**config.mk**
```make
export PLATFORM = sky130hd
export DESIGN_NAME = twiddle_loader
export DESIGN_NICKNAME = d
export VERILOG_FILES = /design/src/rtl/twiddle_loader_pkg.sv /design/src/rtl/twiddle_loader_ctrl.sv /design/src/rtl/twiddle_loader.sv
export SDC_FILE = /design/constraint.sdc
export NUM_CORES = 1
export LEC_CHECK = 0
export BUFFER_PORTS_ARGS = -buffer_cell sky130_fd_sc_hd__buf_2
export CAP_MARGIN = 20
export CORE_MARGIN = 4
export CORE_UTILIZATION = 53
export CTS_BUF_LIST = sky130_fd_sc_hd__clkbuf_4
export DETAILED_ROUTE_END_ITERATION = 8
export PLACE_DENSITY = 0.86
export SYNTH_ARGS = -nofsm -noshare
export SYNTH_HDL_FRONTEND = slang
export SYNTH_SLANG_ARGS = --single-unit
```
**constraint.sdc**
```tcl
create_clock -name clk -period 3.1 [get_ports clk]
set_input_delay 0.465 -clock clk [delete_from_list [all_inputs] [get_ports clk]]
set_output_delay 0.465 -clock clk [all_outputs]
set_load 0.02 [all_outputs]
```
**src/rtl/twiddle_loader_pkg.sv**
```systemverilog
// Shared FFT twiddle memory geometry and loader state encoding.
// The read path imports the same defaults so both sides agree on memory layout.
package twiddle_loader_pkg;

  localparam int TW_WORDSIZE = 16;
  localparam int TW_ADDRSIZE = 5;
  localparam int TW_NUMADDR  = 32;

  typedef enum logic [1:0] {
    IDLE = 2'd0,
    LOAD = 2'd1,
    DONE = 2'd2
  } state_t;

endpackage

```
**src/rtl/twiddle_loader_ctrl.sv**
```systemverilog
// Loader FSM and write-address counter; accepts beats only in LOAD.
// done/busy are registered; in_ready is decoded directly from state.
module twiddle_loader_ctrl
  import twiddle_loader_pkg::*;
#(
  parameter int ADDRSIZE = TW_ADDRSIZE,
  parameter int NUMADDR  = TW_NUMADDR
) (
  input  logic                clk,
  input  logic                rst,
  input  logic                start,
  input  logic                in_valid,
  output logic                in_ready,
  output logic                accept,
  output logic [ADDRSIZE-1:0] count,
  output logic                busy,
  output logic                done
);

  localparam logic [ADDRSIZE-1:0] LAST = ADDRSIZE'(NUMADDR - 1);

  state_t state;

  assign in_ready = (state == LOAD);
  assign accept   = in_valid & in_ready;

  always_ff @(posedge clk or posedge rst) begin
    if (rst) begin
      state <= IDLE;
      count <= '0;
      busy  <= 1'b0;
      done  <= 1'b0;
    end else begin
      done <= 1'b0;
      case (state)
        IDLE: begin
          if (start) begin
            state <= LOAD;
            count <= '0;
            busy  <= 1'b1;
          end
        end
        LOAD: begin
          // Counter holds on the final beat so it never wraps when NUMADDR == 2**ADDRSIZE.
          if (accept) begin
            if (count == LAST) begin
              state <= DONE;
              done  <= 1'b1;
            end else begin
              count <= count + ADDRSIZE'(1);
            end
          end
        end
        DONE: begin
          state <= IDLE;
          busy  <= 1'b0;
        end
        default: begin
          state <= IDLE;
          busy  <= 1'b0;
        end
      endcase
    end
  end

endmodule

```
**src/rtl/twiddle_loader.sv**
```systemverilog
// Streams NUMADDR complex twiddles into the twiddle memory, one registered write per accepted beat.
// Optional running XOR checksum output under TWIDDLE_LOADER_CHKSUM_EN.
module twiddle_loader
  import twiddle_loader_pkg::*;
#(
  parameter int WORDSIZE = TW_WORDSIZE,
  parameter int ADDRSIZE = TW_ADDRSIZE,
  parameter int NUMADDR  = TW_NUMADDR
) (
  input  logic                clk,
  input  logic                rst,
  input  logic                start,
  input  logic                in_valid,
  output logic                in_ready,
  input  logic [WORDSIZE-1:0] in_r,
  input  logic [WORDSIZE-1:0] in_i,
  output logic                mem_cs,
  output logic                mem_we,
  output logic [ADDRSIZE-1:0] mem_addr,
  output logic [WORDSIZE-1:0] mem_wdata_r,
  output logic [WORDSIZE-1:0] mem_wdata_i,
  output logic                busy,
  output logic                done
`ifdef TWIDDLE_LOADER_CHKSUM_EN
  ,
  output logic [2*WORDSIZE-1:0] chksum
`endif
);

  logic                accept;
  logic [ADDRSIZE-1:0] count;

  twiddle_loader_ctrl #(
    .ADDRSIZE(ADDRSIZE),
    .NUMADDR (NUMADDR)
  ) u_ctrl (
    .clk     (clk),
    .rst     (rst),
    .start   (start),
    .in_valid(in_valid),
    .in_ready(in_ready),
    .accept  (accept),
    .count   (count),
    .busy    (busy),
    .done    (done)
  );

  // Address and data hold between writes; only the strobes drop.
  always_ff @(posedge clk or posedge rst) begin
    if (rst) begin
      mem_cs      <= 1'b0;
      mem_we      <= 1'b0;
      mem_addr    <= '0;
      mem_wdata_r <= '0;
      mem_wdata_i <= '0;
    end else begin
      mem_cs <= accept;
      mem_we <= accept;
      if (accept) begin
        mem_addr    <= count;
        mem_wdata_r <= in_r;
        mem_wdata_i <= in_i;
      end
    end
  end

`ifdef TWIDDLE_LOADER_CHKSUM_EN
  // busy is low exactly in IDLE, so start & ~busy marks the IDLE->LOAD transition.
  always_ff @(posedge clk or posedge rst) begin
    if (rst) begin
      chksum <= '0;
    end else if (start && !busy) begin
      chksum <= '0;
    end else if (accept) begin
      chksum <= chksum ^ {in_r, in_i};
    end
  end
`endif

endmodule

```
# == Yosys cells after proc, flatten, opt, wreduce, memory -nomap -nowiden ==
# Index checks and enable logic that the tools add are counted.
# classes
bitwise,2
n_reduce_logical,5
eq_ne,6
add_sub_neg,1
muxes,13
# ops
operator,n
$mux W5,3
$pmux W5 S2,1
$ne A2 B2 Y1 const B,4
$mux W2,3
$add A5 B1 Y5 const B,1
$eq A5 B5 Y1 const B,1
$mux W1,4
$pmux W2 S2,1
$reduce_and A4 Y1,1
$reduce_and A3 Y1,1
$eq A2 B1 Y1 const B,1
$logic_not A2 Y1,1
$pmux W1 S2,1
$reduce_and A2 Y1,1
$reduce_bool A2 Y1,1
$and A1 B1 Y1,1
$not A1 Y1,1
# word_totals
out_inout_bits,42
elab_cells,35
ff_bits,47

# == Logic depth before layout (Yosys ltp) ==
# logic_depth
ltp_word,4
ltp_mapped,6
depth_no_buf,6

# == Hierarchy ==
# A second synthesis with hierarchy kept.
# hier_totals
hier_cells,119
hier_area_um2,1996.9
# by_module_without_submodules
module,instances,area_each_um2,cells_per_inst
twiddle_loader,1,1562.7,81
twiddle_loader_ctrl,1,434.2,38

# == Worst setup path before layout ==
# No wires, ideal clock.
# synth_path
kind,reg2reg
startpoint,register u_ctrl.count[0]
endpoint,register u_ctrl.count[1]
path_slack_ns,1.357
period_less_slack_ns,1.743
arrival_time_ns,1.664
n_path_buf,0
setup_ns,0.079
required_time_ns,3.021
path_stages_with_launch,7
path_cell_list,dfrtp_1 > ha_1 > and3_1 > ha_1 > nand3b_1 > a21oi_1 > mux2i_1
# synth_between
elab_chain_cells,4
# synth_lines
item,line,rtl
from (decl),twiddle_loader_ctrl.sv:15,"output logic [ADDRSIZE-1:0] count,"
from (signal assigned),twiddle_loader_ctrl.sv:50,count <= count + ADDRSIZE'(1);
$add A5 B1 Y5,twiddle_loader_ctrl.sv:50,
$mux W5,twiddle_loader_ctrl.sv:46,if (count == LAST) begin
$mux W5,twiddle_loader_ctrl.sv:45,if (accept) begin
$pmux W5 S2,twiddle_loader_ctrl.sv:35,case (state)
# Several ways; a longest one is shown, not always the timed one. The select of a mux whose other input is x is not followed.
# A chain may end at the register's enable or synchronous reset.

# == Worst setup path in the final report ==
# layout_path
startpoint,register u_ctrl.count[0]
endpoint,register u_ctrl.count[4]
# Same word-level chain as after synthesis.

==> results.md <==
- **result of the run** finished clean
- **register clock-pin slew on the reported worst setup and hold paths** 0.13 ns
- **RSZ-0062 raised after global routing** no
- **Port Buffer Count** 77
- **total internal power** 0.001418 W
- **worst ir drop on vdd** 403.7 uV
- **leading cell types by total area after synthesis** sky130_fd_sc_hd__dfrtp_1, sky130_fd_sc_hd__mux2_4, sky130_fd_sc_hd__mux2_2
- **global-route wire length before repair** 5.961 mm
- **reg2reg path depth** 6
- **Slew Viols, Final** 0
- **clk buf depth** 2
- **Initial DRC Count** 55
- **detailed placement HPWL** 2.834 mm
- **Max Clock Skew** 0.01285 ns
- **endpoint of the worst register-to-register path** u_ctrl.count[4]$_DFFE_PP0P_
- **register cell area after layout** 0.001176 mm^2
- **pin count of the biggest net entering global routing** 48
- **Gates resized, CTS repair** 0
- **FF+latch count, synth** 47
- **Hold WC Path Type** in2async
- **number of fill cells** 262
- **number of max-cap violations** 0
- **total routed wirelength** 3.872 mm
- **via density per instance** 5.020
- **number of synthesis warnings** 0
- **proportion of total power due to net switching** 0.3814
- **CTS tree** yes
- **die extent in y** 68.80 um
- **horizontal die dimension** 68.80 um
- **final global-route overflow total** 0
- **number of search-and-repair iterations in the first detailed-routing pass** 3
- **Antenna diodes** 0
- **area of the mapped netlist** 0.001959 mm^2
- **total setup buffers inserted after CTS** 0
- **TritonCTS Buffers** 5
- **Setup crit end kind** flip-flop
- **sequential share of power** 0.427
- **floorplan die area** 0.004733 mm^2
- **worst-case hold slack** 0.3018 ns
- **Max-slew headroom** 0.3682
- **end of the critical path** u_ctrl.count[4]$_DFFE_PP0P_
- **Worst R2R Start** u_ctrl.count[0]$_DFFE_PP0P_
- **cell chosen for the clock root** sky130_fd_sc_hd__clkbuf_4
- **setup_tns** 0 ns
- **Worst Path Arrival** 2.22 ns
- **fraction of final layout cells with drive strength greater than 1** 0.6039
- **top cell type's share of synthesized area** 0.6003
- **Yosys cell types** 21
- **clk_lat worst skew** 0.36 ns
- **Combinational Power Share** 0.448
- **largest driver fanout on the critical path** 5
- **Avg Synthesized Cell Area** 15.31 um^2
- **clock network power share** 0.126
- **remaining antenna violation count** 0
- **multi-input gate area in the final layout** 695.7 um^2
- **FF-to-FF setup slack** 1.16 ns
- **ports placed on the boundary** 78
- **total nets after synthesis** 166
- **antenna violations before repair** 0
- **cell count after synthesis** 128
- **static power due to leakage** 1.277 nW
- **most frequent standard cell in the layout excluding fill and tap cells** sky130_fd_sc_hd__buf_2
- **weighted congestion at the end of routability-driven global placement** 0.7597
- **detailed-route DRC error count** 0
- **Cell Rows** 21
- **cts hold-fix bufs** 0
- **Data required, critical path** 3.38 ns
- **proportion of synthesized chip area in sequential cells** 0.6003
- **slew at the pin closest to its max-slew limit** 0.9463 ns
- **initial core utilization** 0.5692
- **core region area** 0.003442 mm^2
- **global routing usage summed across all routing layers** 0.1706
- **H-tree depth reported by CTS** 2
- **nets@finish** 244
- **CTS sink count** 47
- **type of the worst setup path** reg2reg
- **final-report setup violation count** 0
- **drt wl/cell** 15.30 um
- **detailed-route via count** 1,270
- **most frequent cells in the layout** sky130_fd_sc_hd__buf_2, sky130_fd_sc_hd__dfrtp_1, sky130_fd_sc_hd__mux2_4, sky130_fd_sc_hd__mux2_2
- **highest clock frequency the design can meet** 0.5159 GHz
- **crit start category** flip-flop
- **Min Clock Period, post-route** 1.938 ns
- **Pwr Density** 954.1 mW/mm^2
- **final hold viol count** 0
- **final cycle utilization of the critical path** 0.6252
- **layout overhead on the synthesized area** 22.61%
- **number of global-route vias before repair** 1,344
- **net load switching power** 0.0008743 W
- **Critical Path Source** u_ctrl.count[0]$_DFFE_PP0P_
- **biggest area consumer among synthesized cells** sky130_fd_sc_hd__dfrtp_1
## flip-flops by register name (all words and copies together), names as in the netlist
signal,cells
mem_addr,5
mem_wdata_i,16
mem_wdata_r,16
mem_we,1
u_ctrl.busy,1
u_ctrl.count,5
u_ctrl.done,1
u_ctrl.state,2
## final cells by class
type,instances,area share
clock buffer,7,0.02188
clock inverter,1,0.002083
inverter,8,0.01250
multi-input combinational,67,0.2896
sequential,47,0.4896
tap,46,0.02396
timing repair buffer,77,0.1604
## stage by stage
step	utilization	power [W]	instance area [um^2]	instances	setup slack [ns]
5_1_grt	0.6979	0.002438	2402	253	1.002
4_1_cts	0.6979	0.002318	2402	253	1.153
6_report	0.6979	0.002292	2402	253	1.162
2_1_floorplan	-	0.001747	1959	128	1.357
3_3_place_gp	0.6812	0.001985	2345	245	1.273
3_5_place_dp	0.6812	0.002031	2345	245	1.207
## cells by family after synthesis
kind of cell    Yosys count  synth area share
simple gates             19           0.05939
flops                    47            0.6003
buf+inv                  14           0.04470
compound gates            6           0.01852
mux                      40            0.2644
fa+ha+maj                 2           0.01277
## worst max-delay path, cell delays in order (launching register included)
cell and delay [ns]:
sky130_fd_sc_hd__dfrtp_1 0.44, sky130_fd_sc_hd__ha_1 0.23, sky130_fd_sc_hd__and3_1 0.19, sky130_fd_sc_hd__ha_1 0.22, sky130_fd_sc_hd__nand3b_1 0.18, sky130_fd_sc_hd__a21oi_1 0.36, sky130_fd_sc_hd__mux2i_1 0.23
## power by group through the flow
stage	clock network, W	logic (W)	registers, W
after floorplan	0	0.000541	0.00121
after global placement	0	0.00101	0.000971
after detailed placement	0	0.00104	0.000989
after CTS	0.000294	0.00105	0.000979
after global routing	0.000317	0.00111	0.00101
final	0.000288	0.00103	0.000978
## synth_stat cells
cell type                   n
sky130_fd_sc_hd__nand2_4    1
sky130_fd_sc_hd__nand2_1    6
sky130_fd_sc_hd__buf_4      1
sky130_fd_sc_hd__and3b_1    1
sky130_fd_sc_hd__nand3b_1   2
sky130_fd_sc_hd__mux2_4    19
sky130_fd_sc_hd__and2_1     1
sky130_fd_sc_hd__dfrtp_1   47
sky130_fd_sc_hd__o221ai_1   1
sky130_fd_sc_hd__inv_1      8
sky130_fd_sc_hd__ha_1       2
sky130_fd_sc_hd__nand4_1    2
sky130_fd_sc_hd__mux2i_1    3
sky130_fd_sc_hd__and3_1     4
sky130_fd_sc_hd__buf_6      4
sky130_fd_sc_hd__nand2b_1   1
sky130_fd_sc_hd__o211ai_1   1
sky130_fd_sc_hd__buf_2      1
sky130_fd_sc_hd__a21oi_1    4
sky130_fd_sc_hd__mux2_2    18
sky130_fd_sc_hd__nor2b_2    1
## per-layer routing
metal | track usage | wire [um]
met5 | 0 | 0
met4 | 0.07299 | 71
met3 | 0.05024 | 313
met2 | 0.3051 | 1992
met1 | 0.1868 | 1495
## how the worst min path moves through the flow
stage | end | slack (ns)
2_1_floorplan | u_ctrl.state[0]$_DFFE_PP0P_ | 0.48
3_3_place_gp | mem_wdata_i[7]$_DFFE_PP0P_ | 0.49
3_5_place_dp | mem_addr[4]$_DFFE_PP0P_ | 0.49
4_1_cts | mem_wdata_i[11]$_DFFE_PP0P_ | 0.32
5_1_grt | mem_wdata_i[14]$_DFFE_PP0P_ | 0.31
6_report | mem_wdata_i[10]$_DFFE_PP0P_ | 0.30
No activity file was read; power rests on OpenSTA's default activity.
